File: src/rtl/dram_cmd_scheduler.sv
// dram_cmd_scheduler
// Sits between the board-level request sources and the DDR3 controller FSM.
// It owns the refresh interval timer and counts owed (postponed) refreshes.
// It synchronizes and edge-detects the write/read buttons. It arbitrates
// refresh, write and read into one command strobe at a time, and holds that
// strobe until the controller accepts it by dropping sm_idle.
//
// Ports
//   CLK          in   controller clock, rising edge
//   Reset_n      in   asynchronous active-low reset
//   init_done    in   DRAM initialization complete (level)
//   sm_idle      in   controller idle / able to accept; low = accept
//   wr_btn       in   write request button (asynchronous)
//   rd_btn       in   read request button (asynchronous)
//   wr_data_in   in   write byte, sampled when a write request is captured
//   REF          out  refresh command strobe
//   WRITE        out  write command strobe
//   READ         out  read command strobe
//   Data_Write   out  captured write byte
//   ref_owed     out  number of owed refreshes (0..MAX_POSTPONE)
//   busy         out  a command is being issued or completing
//   ref_overflow out  sticky: an interval elapsed with the owed count already full
module dram_cmd_scheduler #(
    parameter int unsigned REFI_CYCLES  = 2496,
    parameter int unsigned MAX_POSTPONE = 8
) (
    input  logic       CLK,
    input  logic       Reset_n,
    input  logic       init_done,
    input  logic       sm_idle,
    input  logic       wr_btn,
    input  logic       rd_btn,
    input  logic [7:0] wr_data_in,
    output logic       REF,
    output logic       WRITE,
    output logic       READ,
    output logic [7:0] Data_Write,
    output logic [3:0] ref_owed,
    output logic       busy,
    output logic       ref_overflow
);

    localparam int unsigned TIMER_W = (REFI_CYCLES > 1) ? $clog2(REFI_CYCLES) : 1;
    localparam logic [TIMER_W-1:0] TIMER_LAST = TIMER_W'(REFI_CYCLES - 1);
    localparam logic [3:0] OWED_MAX = 4'(MAX_POSTPONE);

    typedef enum logic [1:0] {
        S_WAIT_INIT = 2'd0,
        S_IDLE      = 2'd1,
        S_ISSUE     = 2'd2,
        S_WAIT_DONE = 2'd3
    } state_t;

    state_t state;
    state_t state_nxt;

    logic [TIMER_W-1:0] timer;
    logic               tick;

    // [0],[1] form the synchronizer; [2] is the previous synchronized value
    logic [2:0] wr_sync;
    logic [2:0] rd_sync;
    logic       wr_edge;
    logic       rd_edge;
    logic       wr_capture;
    logic       rd_capture;
    logic       wr_pend;
    logic       rd_pend;

    logic ref_nxt;
    logic write_nxt;
    logic read_nxt;
    logic busy_nxt;
    logic ref_accept;
    logic wr_accept;
    logic rd_accept;

    // Button synchronizers and edge history
    always_ff @(posedge CLK or negedge Reset_n) begin
        if (!Reset_n) begin
            wr_sync <= 3'b000;
            rd_sync <= 3'b000;
        end else begin
            wr_sync <= {wr_sync[1:0], wr_btn};
            rd_sync <= {rd_sync[1:0], rd_btn};
        end
    end

    assign wr_edge = wr_sync[1] & ~wr_sync[2];
    assign rd_edge = rd_sync[1] & ~rd_sync[2];

    // Edges are ignored until the DRAM is initialized; a second edge while
    // the first request is still pending is dropped.
    assign wr_capture = wr_edge & ~wr_pend & (state != S_WAIT_INIT);
    assign rd_capture = rd_edge & ~rd_pend & (state != S_WAIT_INIT);

    // Refresh interval timer, free-running once init_done is high
    always_ff @(posedge CLK or negedge Reset_n) begin
        if (!Reset_n) begin
            timer <= '0;
        end else if (init_done) begin
            timer <= (timer == TIMER_LAST) ? '0 : timer + TIMER_W'(1);
        end
    end

    assign tick = init_done & (timer == TIMER_LAST);

    // Next-state and next-strobe logic
    always_comb begin
        state_nxt  = state;
        ref_nxt    = REF;
        write_nxt  = WRITE;
        read_nxt   = READ;
        ref_accept = 1'b0;
        wr_accept  = 1'b0;
        rd_accept  = 1'b0;

        case (state)
            S_WAIT_INIT: begin
                ref_nxt   = 1'b0;
                write_nxt = 1'b0;
                read_nxt  = 1'b0;
                if (init_done) begin
                    state_nxt = S_IDLE;
                end
            end
            S_IDLE: begin
                if (sm_idle) begin
                    if (ref_owed == OWED_MAX) begin
                        ref_nxt   = 1'b1;
                        state_nxt = S_ISSUE;
                    end else if (wr_pend) begin
                        write_nxt = 1'b1;
                        state_nxt = S_ISSUE;
                    end else if (rd_pend) begin
                        read_nxt  = 1'b1;
                        state_nxt = S_ISSUE;
                    end else if (ref_owed != 4'd0) begin
                        ref_nxt   = 1'b1;
                        state_nxt = S_ISSUE;
                    end
                end
            end
            S_ISSUE: begin
                // sm_idle falling is the controller's accept
                if (!sm_idle) begin
                    ref_accept = REF;
                    wr_accept  = WRITE;
                    rd_accept  = READ;
                    ref_nxt    = 1'b0;
                    write_nxt  = 1'b0;
                    read_nxt   = 1'b0;
                    state_nxt  = S_WAIT_DONE;
                end
            end
            S_WAIT_DONE: begin
                if (sm_idle) begin
                    state_nxt = S_IDLE;
                end
            end
            default: begin
                ref_nxt   = 1'b0;
                write_nxt = 1'b0;
                read_nxt  = 1'b0;
                state_nxt = S_WAIT_INIT;
            end
        endcase

        busy_nxt = (state_nxt == S_ISSUE) || (state_nxt == S_WAIT_DONE);
    end

    // State and registered strobes
    always_ff @(posedge CLK or negedge Reset_n) begin
        if (!Reset_n) begin
            state <= S_WAIT_INIT;
            REF   <= 1'b0;
            WRITE <= 1'b0;
            READ  <= 1'b0;
            busy  <= 1'b0;
        end else begin
            state <= state_nxt;
            REF   <= ref_nxt;
            WRITE <= write_nxt;
            READ  <= read_nxt;
            busy  <= busy_nxt;
        end
    end

    // Pending write request and its data byte
    always_ff @(posedge CLK or negedge Reset_n) begin
        if (!Reset_n) begin
            wr_pend    <= 1'b0;
            Data_Write <= 8'h00;
        end else if (wr_accept) begin
            wr_pend <= 1'b0;
        end else if (wr_capture) begin
            wr_pend    <= 1'b1;
            Data_Write <= wr_data_in;
        end
    end

    // Pending read request
    always_ff @(posedge CLK or negedge Reset_n) begin
        if (!Reset_n) begin
            rd_pend <= 1'b0;
        end else if (rd_accept) begin
            rd_pend <= 1'b0;
        end else if (rd_capture) begin
            rd_pend <= 1'b1;
        end
    end

    // Owed-refresh bookkeeping; a tick and a REF accept together cancel out
    always_ff @(posedge CLK or negedge Reset_n) begin
        if (!Reset_n) begin
            ref_owed     <= 4'd0;
            ref_overflow <= 1'b0;
        end else if (tick && !ref_accept) begin
            if (ref_owed < OWED_MAX) begin
                ref_owed <= ref_owed + 4'd1;
            end else begin
                ref_overflow <= 1'b1;
            end
        end else if (ref_accept && !tick) begin
            ref_owed <= ref_owed - 4'd1;
        end
    end

endmodule

File: config.mk
export PLATFORM = sky130hd
export DESIGN_NAME = dram_cmd_scheduler
export DESIGN_NICKNAME = d
export VERILOG_FILES = /design/src/rtl/dram_cmd_scheduler.sv
export SDC_FILE = /design/constraint.sdc
export NUM_CORES = 1
export LEC_CHECK = 0
export CORE_MARGIN = 2
export CORE_UTILIZATION = 41
export CTS_BUF_LIST = sky130_fd_sc_hd__clkbuf_8
export DETAILED_ROUTE_END_ITERATION = 16
export PLACE_DENSITY = 0.68
export SLEW_MARGIN = 20
export SYNTH_ARGS = -nofsm -noshare
export SYNTH_HDL_FRONTEND = slang
export SYNTH_SLANG_ARGS = --single-unit
File: constraint.sdc
create_clock -name CLK -period 1.99 [get_ports CLK]
set_input_delay 0.2985 -clock CLK [delete_from_list [all_inputs] [get_ports CLK]]
set_output_delay 0.2985 -clock CLK [all_outputs]
set_load 0.1 [all_outputs]
**After elaboration in Yosys (flattened, before gate mapping)**

Cells that the tools add are included.

- Logic and storage cells: 104
- Output and inout bits: 17
- Flip-flop bits (word level): 39

- Multiplexer cells: 39
- Add/sub/neg operators: 3
- Magnitude comparators: 1
- Eq/ne operators: 17
- Reduce and logical (&&, ||, !) cells: 18
- Bitwise operators: 13

Operators with widths:

| operator | number |
|---|---|
| $mux W1 | 23 |
| $mux W2 | 8 |
| $add A12 B1 Y12 const B | 1 |
| $eq A12 B12 Y1 const B | 1 |
| $mux W12 | 1 |
| $mux W4 | 3 |
| $ne A2 B2 Y1 const B | 6 |
| $reduce_and A6 Y1 | 2 |
| $ne A3 B3 Y1 const B | 3 |
| $pmux W1 S3 | 3 |
| $eq A2 B2 Y1 const B | 4 |
| $pmux W2 S4 | 1 |
| $reduce_bool A2 Y1 | 4 |
| $and A1 B1 Y1 | 7 |
| $not A1 Y1 | 6 |
| $reduce_and A2 Y1 | 3 |
| $reduce_and A5 Y1 | 1 |
| $add A4 B1 Y4 const B | 1 |
| $eq A4 B4 Y1 const B | 1 |
| $lt A4 B4 Y1 const B | 1 |
| $reduce_bool A4 Y1 | 1 |
| $sub A4 B1 Y4 const B | 1 |
| $reduce_bool A3 Y1 | 1 |
| $eq A2 B1 Y1 const B | 1 |
| other kinds (5) | 7 |

**Longest topological paths before layout**

- Word-level depth: 9
- Mapped depth: 10
- Depth with buffers taken out: 10

**Least setup slack after synthesis**

OpenSTA, ideal clock, no wires.

- Path type: register -> register
- Start: reg REF
- End: reg ref_owed[2]
- Path slack: -533 ps
- Data required time: 1858 ps
- Arrival: 2391 ps
- Cell stages (with the launch flop): 8
- Setup time: 132 ps
- Period minus slack after synthesis: 2523 ps
- Path through: dfrtp_1 -> nor4bb_1 -> buf_6 -> nor2_1 -> xnor2_1 -> ha_1 -> nor4_1 -> o41ai_2

- Word-level cells in the longest chain between the ends: 6
- Elaborated cells on any way between the ends: 9

Ends and longest elaborated chain:

| what | RTL line | source |
|---|---|---|
| start: declaration | 34 | `output logic REF,` |
| start signal: assignment | 182 | `REF <= ref_nxt;` |
| $mux W1 * | 146 | `if (!sm_idle) begin` |
| $mux W1 * | 118 | `case (state)` |
| $logic_not A1 Y1 | 218 | `end else if (tick && !ref_accept) begin` |
| $logic_and A1 B1 Y1 | 218 |  |
| $ne A2 B1 Y1 (no source line) or $reduce_bool A2 Y1 (tied branches) | n/a |  |
| $reduce_and A2 Y1 (no source line) | n/a |  |
| end signal: assignment | 220 | `ref_owed <= ref_owed + 4'd1;` |
| end signal: assignment | 225 | `ref_owed <= ref_owed - 4'd1;` |
| end: declaration | 38 | `output logic [3:0] ref_owed,` |

Every way passes the cells marked *; elsewhere a longest branch is shown, timed or not.
A chain may end at the register's enable or synchronous reset.

**Worst setup path in the final report**

- Start: reg timer[0]
- End: reg ref_owed[3]

- Word-level cells in the longest chain between the ends: 6
- Elaborated cells on any way between the ends: 9

Ends and longest elaborated chain:

| what | RTL line | source |
|---|---|---|
| start: declaration | 57 | `logic [TIMER_W-1:0] timer;` |
| start signal: assignment | 102 | `timer <= (timer == TIMER_LAST) ? '0 : timer + TIMER_W'(1);` |
| $eq A12 B12 Y1 * | 106 | `assign tick = init_done & (timer == TIMER_LAST);` |
| $and A1 B1 Y1 * | 106 |  |
| $logic_not A1 Y1 | 224 | `end else if (ref_accept && !tick) begin` |
| $logic_and A1 B1 Y1 | 224 |  |
| $reduce_bool A2 Y1 (no source line) | n/a |  |
| $reduce_and A2 Y1 (no source line) | n/a |  |

Marked as above.

==> results by group <==
Placed design
  • Pre-CTS WS: -0.303 ns
  • Placed cells: between 200 and 300
  • IO buf count: 30
  • DPL Wire Length: 3100 microns
  • Gp weighted congestion: 0.842

Power
  • Switching power: 1.57 mW
  • Sequential power share: about a third
  • Cell internal pwr: about 1.8 mW
  • Comb pwr share: 45.2%
  • Clock power share: between 20% and 30%
  • Switching power share of the total: between 40 and 50%
  • Leakage power: between 1 and 1.5 nW
  • Maximum ir drop on the vdd rail: 985 uV
  • Power Total: between 3 and 4 mW
  • Power Density: between 1000 and 1500 nW/um^2

Final layout
  • Commonest cells after routing, fill and taps aside: buf_4 (43), dfrtp_1 (36), nand2_1 (13)
  • Share of cells above drive strength 1: 36.4%
  • Antenna cell count: 0
  • Layout area overhead: 38.1%
  • Most common library cell in the layout ignoring fill and taps: buf_4
  • Final #Nets: roughly 240
  • Final Util: between 50% and 60%
  • Post-route insts no fill: around 270

Setup path
  • Critical Path AT: approximately 2.2 ns
  • Element type at the critical path end: flip-flop
  • Critical path class: flip-flop to flip-flop
  • Worst path slowest cell: dfrtp_1
  • CP max stage delay: between 0.3 and 0.4 ns
  • FF-to-FF End: ref_owed[3]
  • FF-to-FF Start: timer[0]
  • Critical path destination: ref_owed[3]
  • Required time worst endpoint: 2.17 ns
  • Crit path depth: 10
  • CP cell instances: ha_2 > and3_4 > nand4_1 > nor2_4 > inv_2 > ha_4 > o21ai_2 > nand2_1 > nor3_1 > o32a_1
  • Reg2Reg Depth: 10
  • Reg2Reg Setup Slack: -0.05 ns
  • Cell family with most CP delay: simple AND/OR/NAND/NOR gates
  • CP bufs+invs: 1
  • Nature of the critical path startpoint: flip-flop
  • Crit-path max FO: 4
  • Launch point of the worst path: timer[0]

Global routing
  • Largest net degree at the start of global routing: 23
  • First-pass GRT wire length: 7160 microns
  • Vias in the first global route: 1,510
  • All-Layer GR Usage: a little under a fifth
  • Grt ovf: 0
  • Initial antenna violation count: 0

Synth
  • Top FF cell, synth: dfrtp_1
  • Syn Inst Count: around 160
  • Cell area after synthesis: 1810 sq um
  • Post-Syn Nets: 176
  • Syn Area/Cell: approximately 11 sq um
  • Yosys warns: 0
  • Register area share after synthesis: 52.4%
  • Post-synth cell types: 50
  • Async SR Flop Fraction: 100%
  • EDFF count, synth: 0
  • FF+latch count, synth: 38

STA
  • Max Clk Rate: 489 MHz
  • Worst relative slew slack: 71.0%
  • Final Hold Fails: 0
  • RSZ-0062 raised after global routing: true
  • Post-route clock period utilization: 103%
  • Worst-Margin Slew: 0.432 ns
  • Number of setup violations in the final report: 2
  • Worst setup margin: -0.0546 ns
  • Final min period: roughly 2 ns
  • Min Hold Slack: 0.353 ns
  • Clk_skew: approximately 0.0033 ns
  • Final Max Slew Viols: 0

Die
  • Row Count: 24
  • Die Wd: a little over 70 microns
  • Io pins: 31
  • Core ar.: 4290 sq um
  • Die Y: ~70 microns
  • Initial Utilization: 42.2%
  • Die area: 4970 sq um

Worst hold path
  • HP Start: wr_sync[0]
  • Worst Hold Class: flip-flop to flip-flop

Routing
  • Post-DR wirelength/cell: 15.1 microns
  • DR DRC count: 0
  • Final wirelength: about 4100 microns
  • Post-DRT Antenna Nets: 0
  • Drt pass-1 iters: 4
  • Via density: about 5.3
  • Routed via count: ~1,400
  • Iteration-0 DRC count of the detailed router: ~120

CTS
  • CTS root buffer: clkbuf_8
  • TritonCTS Buffers: 5
  • CTS H-tree lvls: 2
  • Clock Tree Buf Depth: 2
  • Clock Sinks: 38
  • Clock-pin slew on the worst setup and hold paths: around 0.080 ns
  • Clk_lat worst skew: about 0.29 ns
  • CTS tree: built

Outcome
  • Status: complete, but fails checks
  • Violated checks: setup timing

Flow run
  • Max Cap Viol: 0
==> worst register-to-register path: cells and delay by family (launching register included) <==
family	cells	cell delay, ns
buffers and inverters	1	0.06
AOI/OAI and AO/OA	2	0.36
and+or+nand+nor	5	0.66
DFF	1	0.38
adders and majority gates	2	0.48
==> worst min path at each step <==
stage / end / slack (ns) / depth (start not counted)
global route: rd_sync[1] / 0.37 / 0
floorplan: Data_Write[0] / 0.003 / 0
CTS: wr_sync[1] / 0.36 / 0
global placement: ref_owed[2] / 0.25 / 1
detailed placement: ref_owed[2] / 0.26 / 1
finish: wr_sync[1] / 0.35 / 0
==> stage by stage <==
| step | instance area (sq um) | TNS (ns) |
|---|---|---|
| after floorplan | 1870 | -0.111 |
| after global placement | 2350 | -1.26 |
| after detailed placement | 2350 | -1.53 |
| after CTS | 2490 | -0.0289 |
| after global routing | 2500 | -0.321 |
| final | 2500 | -0.0779 |
==> logic make-up (layout without fill, tap and decap cells) <==
kind of cell	after synthesis	in the layout	synth area share (%)
AOI/OAI and AO/OA	34	34	14.6
xor gates and xnor gates	9	9	4.35
adders and majority gates	3	3	2.07
buffers and inverters	10	71	2.62
DFF	38	38	52.4
muxes	10	10	6.14
and+or+nand+nor	55	55	17.8
==> routing by layer <==
metal	vias to the layer above	wire length [microns]	GRT usage [%]
met3	4	152	4.91
met1	700	1810	23.8
li1	702	-	-
met4	0	54	7.05
met2	39	2090	29.8
met5	-	0	0
==> power by group through the flow <==
stage	Sequential [mW]	Clock, mW	Combinational (mW)
6_report	1.17	0.673	1.52
5_1_grt	1.19	0.720	1.59
4_1_cts	1.16	0.689	1.51
3_5_place_dp	1.18	0	1.49
3_3_place_gp	1.16	0	1.46
2_1_floorplan	1.95	0	0.335
==> sequential cells by signal, summed over array words and instances (netlist names) <==
name / count
wr_sync: 3
ref_overflow: 1
rd_sync: 3
ref_owed: 4
timer: 12
wr_pend: 1
Data_Write: 8
WRITE: 1
rd_pend: 1
READ: 1
state: 1
REF: 1
busy: 1
==> area by class of cell <==
cell class	instances	area (sq um)
Clock buffer	5	68.8
Clock inverter	3	45.0
Fill cell	345	1790
Inverter	5	18.8
Multi-Input combinational cell	111	870
Sequential cell	38	958
Tap cell	52	65.1
Timing Repair Buffer	58	478
==> cells in the mapped netlist (3+ instances only) <==
cell     number  area, sq um
nand3_1       6         30.0
nor3_1        5         25.0
a22o_1        5         43.8
nor2_1        7         26.3
dfrtp_1      38          951
nand4_1       3         18.8
and3_1        3         18.8
a21oi_1       5         25.0
xnor2_1       6         52.6
ha_1          3         37.5
xor2_1        3         26.3
mux2_2        8         90.1
o21ai_0       9         45.0
nand2_1      13         48.8
inv_1         5         18.8
==> repair_timing <==
item,in CTS,in global routing
gates resized for setup,1,0
buffers inserted,2,2
endpoints found under the setup margin,2,3
pin swaps,1,1
endpoints found under the hold margin,16,0
hold buffers,1,0
gates cloned,0,0
No activity file was read; power rests on OpenSTA's default activity.
